File: src/rtl/nfu_ctrl_pkg.sv
// Shared definitions for the NFU pipe controllers.
// Holds the controller state encoding and the default sizing
// parameters reused by the NFU-1/NFU-2/NFU-3 sequencers.
package nfu_ctrl_pkg;

    localparam int unsigned CNT_W_DEF        = 8;
    localparam int unsigned PIPE_LAT_DEF     = 1;
    localparam int unsigned NBOUT_RD_LAT_DEF = 1;

    typedef enum logic [2:0] {
        ST_IDLE,
        ST_PRIME,
        ST_LOAD,
        ST_ACCUM,
        ST_DRAIN,
        ST_WRITE,
        ST_DONE
    } ctrl_state_e;

endpackage

File: src/rtl/nfu2_acc_ctrl_if.sv
// Signal bundle between the NFU-2 accumulation controller and its environment.
// master: layer sequencer / NFU-1 / datapath / NBout side (drives i_*)
// slave : the controller (drives o_*)
//   i_start, i_num_in_tiles, i_num_out_tiles, i_acc_init : pass configuration
//   i_nfu1_valid / o_nfu1_ready, o_nfu1_gate             : NFU-1 product handshake
//   o_load_partial_sum, o_zero_partial                   : NFU-2 datapath control
//   o_nbout_rd_*, o_nbout_wr_*                           : NBout ports
//   o_busy, o_done                                       : pass status
interface nfu2_acc_ctrl_if #(
    parameter int unsigned CNT_W = 8
);
    logic             i_start;
    logic [CNT_W-1:0] i_num_in_tiles;
    logic [CNT_W-1:0] i_num_out_tiles;
    logic             i_acc_init;
    logic             i_nfu1_valid;
    logic             o_nfu1_ready;
    logic             o_nfu1_gate;
    logic             o_load_partial_sum;
    logic             o_zero_partial;
    logic             o_nbout_rd_en;
    logic [CNT_W-1:0] o_nbout_rd_addr;
    logic             o_nbout_wr_en;
    logic [CNT_W-1:0] o_nbout_wr_addr;
    logic             o_busy;
    logic             o_done;

    modport master (
        output i_start, i_num_in_tiles, i_num_out_tiles, i_acc_init, i_nfu1_valid,
        input  o_nfu1_ready, o_nfu1_gate, o_load_partial_sum, o_zero_partial,
        input  o_nbout_rd_en, o_nbout_rd_addr, o_nbout_wr_en, o_nbout_wr_addr,
        input  o_busy, o_done
    );

    modport slave (
        input  i_start, i_num_in_tiles, i_num_out_tiles, i_acc_init, i_nfu1_valid,
        output o_nfu1_ready, o_nfu1_gate, o_load_partial_sum, o_zero_partial,
        output o_nbout_rd_en, o_nbout_rd_addr, o_nbout_wr_en, o_nbout_wr_addr,
        output o_busy, o_done
    );

endinterface

File: src/rtl/tile_counter.sv
// Loadable up-counter with terminal-count flag.
// Ports: clk, rst (sync, active high), clr (return to zero), inc (count up),
//        limit (tile count N), count (registered value),
//        last_c (combinational: count is the final tile, N-1).
module tile_counter #(
    parameter int unsigned W = 8
) (
    input  logic         clk,
    input  logic         rst,
    input  logic         clr,
    input  logic         inc,
    input  logic [W-1:0] limit,
    output logic [W-1:0] count,
    output logic         last_c
);

    // Clear has priority over increment.
    always_ff @(posedge clk) begin
        if (rst) begin
            count <= '0;
        end else if (clr) begin
            count <= '0;
        end else if (inc) begin
            count <= count + W'(1);
        end
    end

    assign last_c = (count == limit - W'(1));

endmodule

File: src/rtl/nfu2_acc_ctrl.sv
// NFU-2 accumulation sequencer: per output tile, primes the partial-sum
// register (NBout data or zero), admits N_in NFU-1 products, drains the
// adder pipe and writes the Tn-wide sum back to NBout.
// Ports: clk, rst (sync, active high), bus (nfu2_acc_ctrl_if.slave).
module nfu2_acc_ctrl
    import nfu_ctrl_pkg::*;
#(
    parameter int unsigned CNT_W        = CNT_W_DEF,
    parameter int unsigned PIPE_LAT     = PIPE_LAT_DEF,
    parameter int unsigned NBOUT_RD_LAT = NBOUT_RD_LAT_DEF
) (
    input logic            clk,
    input logic            rst,
    nfu2_acc_ctrl_if.slave bus
);

    localparam int unsigned WAIT_MAX = (PIPE_LAT > NBOUT_RD_LAT) ? PIPE_LAT : NBOUT_RD_LAT;
    localparam int unsigned WAIT_W   = $clog2(WAIT_MAX + 1) + 1;
    localparam logic [WAIT_W-1:0] RD_WAIT_LAST = WAIT_W'(NBOUT_RD_LAT - 1);
    localparam logic [WAIT_W-1:0] DRAIN_LAST   = WAIT_W'(PIPE_LAT);

    ctrl_state_e       state_q;
    ctrl_state_e       state_nxt;
    logic [CNT_W-1:0]  num_in_q;
    logic [CNT_W-1:0]  num_out_q;
    logic              acc_init_q;
    logic [WAIT_W-1:0] wait_q;

    logic              cfg_load_c;
    logic              in_clr_c;
    logic              in_inc_c;
    logic              out_clr_c;
    logic              out_inc_c;
    logic [CNT_W-1:0]  in_cnt;
    logic [CNT_W-1:0]  out_cnt;
    logic              in_last_c;
    logic              out_last_c;

    tile_counter #(.W(CNT_W)) u_in_cnt (
        .clk    (clk),
        .rst    (rst),
        .clr    (in_clr_c),
        .inc    (in_inc_c),
        .limit  (num_in_q),
        .count  (in_cnt),
        .last_c (in_last_c)
    );

    tile_counter #(.W(CNT_W)) u_out_cnt (
        .clk    (clk),
        .rst    (rst),
        .clr    (out_clr_c),
        .inc    (out_inc_c),
        .limit  (num_out_q),
        .count  (out_cnt),
        .last_c (out_last_c)
    );

    // State, dwell timer for PRIME/DRAIN, and configuration held for the pass.
    always_ff @(posedge clk) begin
        if (rst) begin
            state_q    <= ST_IDLE;
            wait_q     <= '0;
            num_in_q   <= '0;
            num_out_q  <= '0;
            acc_init_q <= 1'b0;
        end else begin
            state_q <= state_nxt;
            if (state_nxt != state_q) begin
                wait_q <= '0;
            end else if (state_q == ST_PRIME || state_q == ST_DRAIN) begin
                wait_q <= wait_q + WAIT_W'(1);
            end
            if (cfg_load_c) begin
                num_in_q   <= bus.i_num_in_tiles;
                num_out_q  <= bus.i_num_out_tiles;
                acc_init_q <= bus.i_acc_init;
            end
        end
    end

    // Next-state and datapath/NBout control decode.
    always_comb begin
        state_nxt              = state_q;
        cfg_load_c             = 1'b0;
        in_clr_c               = 1'b0;
        in_inc_c               = 1'b0;
        out_clr_c              = 1'b0;
        out_inc_c              = 1'b0;
        bus.o_nfu1_ready       = 1'b0;
        bus.o_nfu1_gate        = 1'b0;
        bus.o_load_partial_sum = 1'b0;
        bus.o_zero_partial     = 1'b0;
        bus.o_nbout_rd_en      = 1'b0;
        bus.o_nbout_rd_addr    = '0;
        bus.o_nbout_wr_en      = 1'b0;
        bus.o_nbout_wr_addr    = '0;
        bus.o_busy             = 1'b0;
        bus.o_done             = 1'b0;

        case (state_q)
            ST_IDLE: begin
                if (bus.i_start) begin
                    cfg_load_c = 1'b1;
                    in_clr_c   = 1'b1;
                    out_clr_c  = 1'b1;
                    state_nxt  = (bus.i_num_out_tiles == '0) ? ST_DONE : ST_PRIME;
                end
            end
            ST_PRIME: begin
                bus.o_busy = 1'b1;
                if (acc_init_q) begin
                    // Single read strobe, then hold until NBout data is valid.
                    bus.o_nbout_rd_en   = (wait_q == '0);
                    bus.o_nbout_rd_addr = out_cnt;
                    if (wait_q == RD_WAIT_LAST) begin
                        state_nxt = ST_LOAD;
                    end
                end else begin
                    state_nxt = ST_LOAD;
                end
            end
            ST_LOAD: begin
                bus.o_busy             = 1'b1;
                bus.o_load_partial_sum = 1'b1;
                bus.o_zero_partial     = !acc_init_q;
                // in_cnt is zero here, so equality means no products to admit.
                state_nxt = (in_cnt == num_in_q) ? ST_DRAIN : ST_ACCUM;
            end
            ST_ACCUM: begin
                bus.o_busy       = 1'b1;
                bus.o_nfu1_ready = 1'b1;
                if (bus.i_nfu1_valid) begin
                    in_inc_c = 1'b1;
                    if (in_last_c) begin
                        state_nxt = ST_DRAIN;
                    end
                end
            end
            ST_DRAIN: begin
                bus.o_busy = 1'b1;
                if (wait_q == DRAIN_LAST) begin
                    state_nxt = ST_WRITE;
                end
            end
            ST_WRITE: begin
                bus.o_busy          = 1'b1;
                bus.o_nbout_wr_en   = 1'b1;
                bus.o_nbout_wr_addr = out_cnt;
                if (out_last_c) begin
                    state_nxt = ST_DONE;
                end else begin
                    out_inc_c = 1'b1;
                    in_clr_c  = 1'b1;
                    state_nxt = ST_PRIME;
                end
            end
            ST_DONE: begin
                bus.o_done = 1'b1;
                state_nxt  = ST_IDLE;
            end
            default: begin
                state_nxt = ST_IDLE;
            end
        endcase

        // Gate is only open on an actual handshake so idle cycles add zero.
        bus.o_nfu1_gate = bus.i_nfu1_valid & bus.o_nfu1_ready;
    end

endmodule

File: src/flat_wrapper.sv
// flat-port wrapper written by rule: the top's interface ports become plain ports
module nfu2_acc_ctrl_flat import nfu_ctrl_pkg::*;
#(
    parameter int unsigned CNT_W        = CNT_W_DEF,
    parameter int unsigned PIPE_LAT     = PIPE_LAT_DEF,
    parameter int unsigned NBOUT_RD_LAT = NBOUT_RD_LAT_DEF
)
  (clk, rst, bus_i_start, bus_i_num_in_tiles, bus_i_num_out_tiles, bus_i_acc_init, bus_i_nfu1_valid, bus_o_nfu1_ready, bus_o_nfu1_gate, bus_o_load_partial_sum, bus_o_zero_partial, bus_o_nbout_rd_en, bus_o_nbout_rd_addr, bus_o_nbout_wr_en, bus_o_nbout_wr_addr, bus_o_busy, bus_o_done);
  nfu2_acc_ctrl_if #(.CNT_W(CNT_W)) bus_i ();
  input logic clk;
  input logic rst;
  input wire logic [$bits(bus_i.i_start)-1:0] bus_i_start;
  input wire logic [$bits(bus_i.i_num_in_tiles)-1:0] bus_i_num_in_tiles;
  input wire logic [$bits(bus_i.i_num_out_tiles)-1:0] bus_i_num_out_tiles;
  input wire logic [$bits(bus_i.i_acc_init)-1:0] bus_i_acc_init;
  input wire logic [$bits(bus_i.i_nfu1_valid)-1:0] bus_i_nfu1_valid;
  output wire logic [$bits(bus_i.o_nfu1_ready)-1:0] bus_o_nfu1_ready;
  output wire logic [$bits(bus_i.o_nfu1_gate)-1:0] bus_o_nfu1_gate;
  output wire logic [$bits(bus_i.o_load_partial_sum)-1:0] bus_o_load_partial_sum;
  output wire logic [$bits(bus_i.o_zero_partial)-1:0] bus_o_zero_partial;
  output wire logic [$bits(bus_i.o_nbout_rd_en)-1:0] bus_o_nbout_rd_en;
  output wire logic [$bits(bus_i.o_nbout_rd_addr)-1:0] bus_o_nbout_rd_addr;
  output wire logic [$bits(bus_i.o_nbout_wr_en)-1:0] bus_o_nbout_wr_en;
  output wire logic [$bits(bus_i.o_nbout_wr_addr)-1:0] bus_o_nbout_wr_addr;
  output wire logic [$bits(bus_i.o_busy)-1:0] bus_o_busy;
  output wire logic [$bits(bus_i.o_done)-1:0] bus_o_done;
  assign bus_i.i_start = bus_i_start;
  assign bus_i.i_num_in_tiles = bus_i_num_in_tiles;
  assign bus_i.i_num_out_tiles = bus_i_num_out_tiles;
  assign bus_i.i_acc_init = bus_i_acc_init;
  assign bus_i.i_nfu1_valid = bus_i_nfu1_valid;
  assign bus_o_nfu1_ready = bus_i.o_nfu1_ready;
  assign bus_o_nfu1_gate = bus_i.o_nfu1_gate;
  assign bus_o_load_partial_sum = bus_i.o_load_partial_sum;
  assign bus_o_zero_partial = bus_i.o_zero_partial;
  assign bus_o_nbout_rd_en = bus_i.o_nbout_rd_en;
  assign bus_o_nbout_rd_addr = bus_i.o_nbout_rd_addr;
  assign bus_o_nbout_wr_en = bus_i.o_nbout_wr_en;
  assign bus_o_nbout_wr_addr = bus_i.o_nbout_wr_addr;
  assign bus_o_busy = bus_i.o_busy;
  assign bus_o_done = bus_i.o_done;
  nfu2_acc_ctrl #(.CNT_W(CNT_W), .PIPE_LAT(PIPE_LAT), .NBOUT_RD_LAT(NBOUT_RD_LAT)) u_core (.clk(clk), .rst(rst), .bus(bus_i));
endmodule
File: config.mk
export PLATFORM = sky130hd
export DESIGN_NAME = nfu2_acc_ctrl_flat
export DESIGN_NICKNAME = d
export VERILOG_FILES = /design/src/rtl/nfu_ctrl_pkg.sv /design/src/rtl/nfu2_acc_ctrl_if.sv /design/src/rtl/tile_counter.sv /design/src/rtl/nfu2_acc_ctrl.sv /design/src/flat_wrapper.sv
export SDC_FILE = /design/constraint.sdc
export NUM_CORES = 1
export LEC_CHECK = 0
export CORE_ASPECT_RATIO = 0.6
export CORE_MARGIN = 2
export CORE_UTILIZATION = 53
export CTS_BUF_LIST = sky130_fd_sc_hd__clkbuf_8
export DETAILED_ROUTE_END_ITERATION = 8
export PLACE_DENSITY = 0.8
export SKIP_CTS_REPAIR_TIMING = 1
export SYNTH_ARGS = -nofsm -noshare
export SYNTH_HDL_FRONTEND = slang
export SYNTH_SLANG_ARGS = --single-unit
File: constraint.sdc
create_clock -name clk -period 3.1 [get_ports clk]
set_clock_uncertainty 0.05 [all_clocks]
set_input_delay 0.31 -clock clk [delete_from_list [all_inputs] [get_ports clk]]
set_output_delay 0.31 -clock clk [all_outputs]
set_load 0.02 [all_outputs]
==> summary.md, run 1 <==
| Metric | Value |
|---|---|
| Synth cell types | `42` |
| Tot GR Track Use | `24.2%` |
| Synth Instances | `307` |
| Core area | `4190 µm²` |
| Worst skew pair latency | `0.29 ns` |
| CTS root buffer | `clkbuf_8` |
| Crit share post-route | `86.5%` |
| Worst vdd ir | `0.268 mV` |
| H-Tree Depth | `2` |
| Num ports | `45` |
| Congestion Overflow GR | `0` |
| Slew Limit Fails | `0` |
| Final WS setup | `0.418 ns` |
| Crit path capture type | `primary output` |
| CP arrival | `2.32 ns` |
| Post-synthesis register bit count | `38` |
| Rows | `18` |
| Vias in the first global route | `1928` |
| Routed WL per cell | `14.5 µm` |
| Initial Utilization | `56.0%` |
| Multi-input gate area | `1490 µm²` |
| Nets@finish | `374` |
| RSZ-0062 raised after global routing | `no` |
| Via-to-Cell Ratio | `5.34` |
| Wire length of the first global-routing pass | `9.67 mm` |
| Syn_nets | `334` |
| Setup-failing EPs final | `0` |
| CP Class | `reg -> out` |
| Cell Area, Synth | `2350 µm²` |
| Initial antenna violation count | `0` |
| Startpoint Class | `register` |
| Final min period | `2.68 ns` |
| Area post-placement | `2840 µm²` |
| Worst slew margin | `43.9%` |
| TNS Setup | `0 ns` |
| DR vias | `2175` |
| Detail Route Antenna Nets | `0` |
| Layout area overhead | `24.3%` |
| Mean Syn Cell Area | `7.65 µm²` |
| Clock-pin slew on the worst setup and hold paths | `0.07 ns` |
| Max_cap viols | `0` |
| Primary FF master, synth | `dfxtp_1` |
| DR pass1 iterations | `5` |
| Hold Path Class | `reg -> reg` |
| Longest Clk Path Bufs | `2` |
| Crit-path max FO | `14` |
| Final Cell Area | `2920 µm²` |
| Total Wirelength | `5.89 mm` |
| Final Wtd Congestion | `0.888` |
| Final Hold Fails | `0` |
| Drt first-iter violations | `160` |
| Die Y | `55.6 µm` |
| Slew @ Worst Pin | `0.834 ns` |
| Fmax | `0.373 GHz` |
| Hold_ws | `0.437 ns` |
| CTS tree | `done` |
| Die area | `4990 µm²` |
| Synth warn | `0` |
| TritonCTS Buffers | `5` |
| P per Cell Area | `440 nW/µm²` |
| # fillers | `352` |
| Post-synthesis async set-or-reset flop share | `0%` |
| FF/Latch Area | `761 µm²` |
| Layout cell share with drive strength beyond 1 | `4.61%` |
| Status | `completed` |
| Largest net degree at the start of global routing | `22` |
| Setup WS pre-CTS | `0.438 ns` |
| Dpl hpwl | `4.55 mm` |
| DRC viols | `0` |
| Post-synth EDFFs | `0` |
| Leak | `0.00107 µW` |
| N_diodes | `0` |
| Clock sink count | `38` |
| Post-synthesis sequential area ratio | `32.4%` |
| IO buf count | `44` |
| Critical Path RT | `2.74 ns` |
| Die width | `89.9 µm` |
[state kept, by name, summed over array words and instances, names as in the netlist]
| signal | cells |
|---|---|
| u_core.num_out_q | 8 |
| u_core.u_in_cnt.count | 8 |
| u_core.num_in_q | 8 |
| u_core.u_out_cnt.count | 8 |
| u_core.wait_q | 2 |
| u_core.state_q | 3 |
| u_core.acc_init_q | 1 |
[Yosys cell counts, types with 2 or more instances]
| library cell | instances | share of area, % |
|---|---|---|
| nand4_1 | 6 | 1.6 |
| nand3_1 | 5 | 1.1 |
| o31ai_1 | 2 | 0.64 |
| dfxtp_1 | 38 | 32 |
| buf_1 | 2 | 0.32 |
| nor2_1 | 30 | 4.8 |
| and3_1 | 4 | 1.1 |
| a31oi_1 | 3 | 0.80 |
| o211ai_1 | 2 | 0.64 |
| nor4_1 | 4 | 1.1 |
| nor3_1 | 13 | 2.8 |
| xnor2_1 | 21 | 7.8 |
| a21oi_1 | 22 | 4.7 |
| nor2b_1 | 4 | 1.1 |
| clkbuf_1 | 14 | 2.2 |
| o2111ai_1 | 3 | 1.1 |
| or3_1 | 3 | 0.80 |
| xor2_1 | 16 | 6.0 |
| inv_1 | 9 | 1.4 |
| nand2b_1 | 7 | 1.9 |
| ha_1 | 6 | 3.2 |
| and2_1 | 18 | 4.8 |
| nand2_1 | 51 | 8.2 |
| mux2i_1 | 6 | 2.6 |
[layout by cell type (no fill, tap or decap), types with 5 or more instances in the layout]
cell type        instances
nand2_1                 51
and2_1                  18
nand3_1                  5
xor2_1                  16
mux2i_1                  6
clkdlybuf4s50_1         44
a21oi_1                 22
nor2_1                  30
nor3_1                  13
clkbuf_8                 5
nand2b_1                 7
dfxtp_1                 38
xnor2_1                 21
inv_1                   11
ha_1                     6
buf_4                    5
nand4_1                  6
[where the power goes]
group          total, µW  switching, µW  internal [µW]
Sequential           578           58.2            520
Clock                314            165            148
Combinational        392            213            179
Total               1280            436            847
[routing by layer]
layer  part of all wire (%)  vias up  track usage [%]
met4                   0.90        0             8.13
met1                     53      976             39.1
met5                      0        -                0
met3                    7.8        6             4.91
li1                       -     1119                -
met2                     38       74             31.1
[final timing paths]
path	start	endpoint	slack (ns)	depth (start not counted)
worst max-delay path	u_core.state_q[0]	bus_o_nbout_wr_addr[1]	0.42	4
worst min-delay path	u_core.num_out_q[7]	u_core.num_out_q[7]	0.44	2
worst max register to register	u_core.num_out_q[0]	u_core.wait_q[0]	0.42	8
worst min register to register	u_core.num_out_q[7]	u_core.num_out_q[7]	0.44	2
[metrics by stage]
stage	util (%)	total power, µW	cells
global route	69.6	1350	407
finish	69.6	1280	407
floorplan	-	850	307
detailed placement	67.8	973	400
global placement	67.8	960	400
CTS	69.6	1280	407
[layout make-up]
type                    count  area share, %
clock buffers               5           2.36
clock inverters             2          0.257
inverters                   9           1.16
multi-input cells         244           51.2
flip-flops and latches     38           26.1
well taps                  60           2.57
repair buffers             49           16.4
[worst max-delay path, stage by stage (launching register included)]
cell	delay [ns]
dfxtp_1	0.63
nand2_1	0.12
nor2_1	0.46
and2_1	0.22
clkdlybuf4s50_1	0.60
[logic make-up (layout without fill, tap and decap cells)]
| group | Yosys count | count (layout) | synth area share [%] |
|---|---|---|---|
| AO/OA/AOI/OAI | 41 | 41 | 11.4 |
| XOR/XNOR | 37 | 37 | 13.8 |
| adder cells (fa/ha/maj) | 6 | 6 | 3.20 |
| buffers and inverters | 25 | 65 | 4.00 |
| flip-flops | 38 | 38 | 32.4 |
| multiplexers | 6 | 6 | 2.56 |
| AND/OR/NAND/NOR | 154 | 154 | 32.7 |
Note: power is estimated with default switching activity, not from simulation.
==> run 2, diff against run 1 <==
Settings changed: GPL_ROUTABILITY_DRIVEN set to 0, RECOVER_POWER set to 100.
==> run 2 against run 1 <==
- clock-buffer cell count did not move
- wire length up 0.70%
- via count is 0.37% higher
- hold slack is essentially flat
- register-to-register slack worse by 0.10 ns
- maximum frequency fell by 3.6%
- clock power is essentially flat
- first-iteration DRC count up 31%
- design area shrank 0.56%
- largest cell class unchanged
- largest power group unchanged
- highest routed layer unchanged
==> summary.md, run 2 (synthesized netlist as in run 1, its figures left out) <==
| Metric | Value |
|---|---|
| Dpl hpwl | `4.55 mm` |
| Final Hold Fails | `0` |
| Rows | `18` |
| Layout area overhead | `23.6%` |
| Commonest non-fill, non-tap cell in the layout | `nand2_1` |
| DR vias | `2183` |
| # fillers | `359` |
| Congestion Overflow GR | `0` |
| Area post-placement | `2840 µm²` |
| IO buf count | `44` |
| Core Util, Final | `69.2%` |
| Max_cap viols | `0` |
| Slew @ Worst Pin | `0.831 ns` |
| DR pass1 iterations | `4` |
| Die width | `89.9 µm` |
| Wire length of the first global-routing pass | `9.67 mm` |
| Clock sink count | `38` |
| FF/Latch Area | `761 µm²` |
| Setup-failing EPs final | `0` |
| Final min period | `2.78 ns` |
| Top delay family on crit path | `simple AND/OR/NAND/NOR gates` |
| CP arrival | `2.94 ns` |
| Initial antenna violation count | `0` |
| Leak | `0.00114 µW` |
| Clock-pin slew on the worst setup and hold paths | `0.08 ns` |
| Startpoint Class | `register` |
| Tot GR Track Use | `24.2%` |
| Crit share post-route | `89.7%` |
| Layout cell share with drive strength beyond 1 | `3.46%` |
| Nets@finish | `374` |
| Via-to-Cell Ratio | `5.36` |
| Die area | `4990 µm²` |
| Detail Route Antenna Nets | `0` |
| TritonCTS Buffers | `5` |
| Crit path capture type | `register` |
| Hold Path Class | `reg -> reg` |
| Most Frequent Cell on Critical Path | `o2111ai_1` |
| N_diodes | `0` |
| Num ports | `45` |
| Die Y | `55.6 µm` |
| Critical Path RT | `3.26 ns` |
| Vias in the first global route | `1928` |
| Crit-path max FO | `8` |
| Worst slew margin | `44.1%` |
| Routed WL per cell | `14.6 µm` |
| Worst skew pair latency | `0.29 ns` |
| H-Tree Depth | `2` |
| RSZ-0062 raised after global routing | `no` |
| Worst vdd ir | `0.267 mV` |
| Crit-path slowest cell | `or4_1` |
| Crit-path max cell delay | `0.61 ns` |
| Final Cell Area | `2900 µm²` |
| Total Wirelength | `5.93 mm` |
| CP Class | `reg -> reg` |
| CTS tree | `done` |
| Drt first-iter violations | `210` |
| Worst Path Buf+Inv | `0` |
| CP Cell Sequence | `or4_1 > or4b_1 > o2111ai_1 > o2111ai_1 > nand2_1 > nand3_1 > xnor2_1 > a211oi_1` |
| Initial Utilization | `56.0%` |
| DRC viols | `0` |
| Multi-input gate area | `1480 µm²` |
| P per Cell Area | `439 nW/µm²` |
| Largest net degree at the start of global routing | `22` |
| Longest Clk Path Bufs | `2` |
| Slew Limit Fails | `0` |
| Fmax | `0.359 GHz` |
| CTS root buffer | `clkbuf_8` |
| Status | `completed` |
| Core area | `4190 µm²` |
| TNS Setup | `0 ns` |
| Most frequent cells in the layout | `nand2_1, dfxtp_1, nor2_1, dlygate4sd3_1, a21oi_1` |
run 2: path summary, 6_finish.rpt:
kind         depth (start not counted)             endpoint  slack, ns                start
max                                  8     u_core.wait_q[0]       0.32  u_core.num_out_q[0]
min                                  2  u_core.num_out_q[7]       0.44  u_core.num_out_q[7]
max reg2reg                          8     u_core.wait_q[0]       0.32  u_core.num_out_q[0]
min reg2reg                          2  u_core.num_out_q[7]       0.44  u_core.num_out_q[7]
run 2: area by class of cell:
class	instances	area share [%]
clock inverters	2	0.259
flip-flops and latches	38	26.2
clock buffers	5	2.37
multi-input cells	244	51.0
inverters	9	1.16
repair buffers	49	16.4
well taps	60	2.59
run 2: layer usage:
metal | routed length [µm] | vias up | global-route usage (%)
met1 | 3180 | 979 | 39.1
li1 | - | 1117 | -
met4 | 61 | 0 | 8.13
met2 | 2250 | 79 | 31.1
met3 | 437 | 8 | 4.91
met5 | 0 | - | 0
run 2: metrics by stage:
stage | setup WS [ns] | total power (µW) | instances | hold slack [ns]
6_report | 0.318 | 1270 | 407 | 0.436
5_1_grt | 0.124 | 1340 | 407 | 0.453
4_1_cts | 0.426 | 1280 | 407 | 0.443
3_5_place_dp | 0.438 | 973 | 400 | 0.426
3_3_place_gp | 0.502 | 960 | 400 | 0.408
2_1_floorplan | 0.606 | 850 | 307 | 0.396
run 2: power breakdown:
part	total [µW]	switching, µW	internal (µW)
registers	578	58.2	520
clock network	314	166	148
logic	380	211	169
total	1270	435	837
run 2: worst reg2reg max path, delay by kind of cell (launching register included):
kind                      cells  cell delay, ns
and+or+nand+nor               4            1.56
AOI/OAI and AO/OA             3            0.59
DFF                           1            0.35
xor gates and xnor gates      1            0.17
==> run 3, diff against run 2 <==
Clock period 3.1 ns to 3.5 ns, I/O delays scaled along.
==> run 3 against run 2 <==
- setup slack better by 0.23 ns
- sequential power is 12% lower
- total power is 3.1% higher
- design area is 1.8% higher
- clock power is 49% higher
- first-iteration DRC count is 21% lower
- critical endpoint is now bus_o_nbout_rd_addr[3]
==> summary.md, run 3 (synthesized netlist as in run 1, its figures left out) <==
| Metric | Value |
|---|---|
| Status | `completed` |
| Drt first-iter violations | `165` |
| Crit-path slowest cell | `dlygate4sd3_1` |
| Most frequent cells in the layout | `nand2_1, dfxtp_1, nor2_1, dlygate4sd3_1, a21oi_1` |
| TNS Setup | `0 ns` |
| Initial Utilization | `56.0%` |
| Routed WL per cell | `14.8 µm` |
| Worst Path Buf+Inv | `1` |
| Crit share post-route | `84.3%` |
| Hold_ws | `0.427 ns` |
| CP Class | `reg -> out` |
| Longest Clk Path Bufs | `2` |
| Non-Filler Instances | `406` |
| Fmax | `0.339 GHz` |
| H-Tree Depth | `2` |
| DR vias | `2215` |
| Nets@finish | `372` |
| Core area | `4190 µm²` |
| Slew Limit Fails | `0` |
| Crit path capture type | `primary output` |
| Layout cell share with drive strength beyond 1 | `3.76%` |
| Top delay family on crit path | `simple AND/OR/NAND/NOR gates` |
| Die width | `89.9 µm` |
| Total Wirelength | `6.01 mm` |
| Worst skew pair latency | `0.29 ns` |
| Crit-path max FO | `14` |
| Met3 WL | `440 µm` |
| Multi-input gate area | `1480 µm²` |
| Critical Path RT | `3.10 ns` |
| Area post-placement | `2830 µm²` |
| Slew @ Worst Pin | `0.894 ns` |
| Metal1 wirelength | `3.17 mm` |
| Tot GR Track Use | `25.7%` |
| Uppermost routed layer | `met4` |
| P per Cell Area | `444 nW/µm²` |
| Crit-path max cell delay | `0.67 ns` |
| TritonCTS Buffers | `5` |
| DRC viols | `0` |
| Clock sink count | `38` |
| Final Hold Fails | `0` |
| DR pass1 iterations | `4` |
| Max_cap viols | `0` |
| Largest net degree at the start of global routing | `22` |
| Layout area overhead | `25.7%` |
| IO buf count | `44` |
| CTS root buffer | `clkbuf_8` |
| Commonest non-fill, non-tap cell in the layout | `nand2_1` |
| Placed insts | `398` |
| Hold Path Class | `reg -> reg` |
| Num ports | `45` |
| CP Cell Sequence | `nand2_1 > nor3_1 > and2_1 > dlygate4sd3_1` |
| Wire length of the first global-routing pass | `10.1 mm` |
| Initial antenna violation count | `0` |
| Die area | `4990 µm²` |
| FF/Latch Area | `761 µm²` |
| Congestion Overflow GR | `0` |
| Rows | `18` |
| CTS tree | `done` |
| Worst slew margin | `39.9%` |
| Met2 routed WL | `2.34 mm` |
| Dpl hpwl | `4.60 mm` |
| Final Cell Area | `2950 µm²` |
| Vias in the first global route | `2002` |
| Via-to-Cell Ratio | `5.46` |
| Die Y | `55.6 µm` |
| Final min period | `2.95 ns` |
| Clock-pin slew on the worst setup and hold paths | `0.08 ns` |
| Worst vdd ir | `0.265 mV` |
| Total power | `1310 µW` |
| N_diodes | `0` |
| CP arrival | `2.55 ns` |
| Setup-failing EPs final | `0` |
| # fillers | `360` |
| Leak | `0.00116 µW` |
| Detail Route Antenna Nets | `0` |
| Startpoint Class | `register` |
| RSZ-0062 raised after global routing | `no` |
-- run 3: layer usage --
layer	vias up	track usage [%]
li1	1117	-
met4	0	9.01
met2	77	33.5
met5	-	0
met3	6	5.46
met1	1015	40.8
-- run 3: layout make-up --
class                           instances  area share (%)
Multi-Input combinational cell        244            50.1
Sequential cell                        38            25.8
Timing Repair Buffer                   47            15.6
Clock buffer                            6            2.80
Tap cell                               60            2.54
Clock inverter                          2            2.03
Inverter                                9            1.14
-- run 3: power by group --
part | internal [µW] | total, µW | switching, µW
Clock | 304 | 467 | 163
Sequential | 460 | 511 | 50.5
Combinational | 147 | 334 | 187
Total | 911 | 1310 | 400
-- run 3: worst paths after layout --
kind / startpoint / endpoint / slack [ns] / depth (start not counted)
max: u_core.state_q[0] / bus_o_nbout_rd_addr[3] / 0.55 / 4
min: u_core.num_out_q[7] / u_core.num_out_q[7] / 0.43 / 2
max reg2reg: u_core.num_out_q[0] / u_core.wait_q[0] / 0.66 / 8
min reg2reg: u_core.num_out_q[7] / u_core.num_out_q[7] / 0.43 / 2
-- run 3: per-stage QoR --
| stage | setup slack, ns | util (%) |
|---|---|---|
| finish | 0.550 | 70.5 |
| global route | 0.329 | 70.5 |
| CTS | 0.629 | 70.8 |
| detailed placement | 0.807 | 67.4 |
| global placement | 0.910 | 67.4 |
| floorplan | 1.01 | - |
-- run 3: worst register-to-register path: cells and delay by family, from the launching register on --
family,cells,cell delay [ns]
AND/OR/NAND/NOR,4,1.58
AO/OA/AOI/OAI,3,0.63
flip-flops,1,0.35
XOR/XNOR,1,0.17
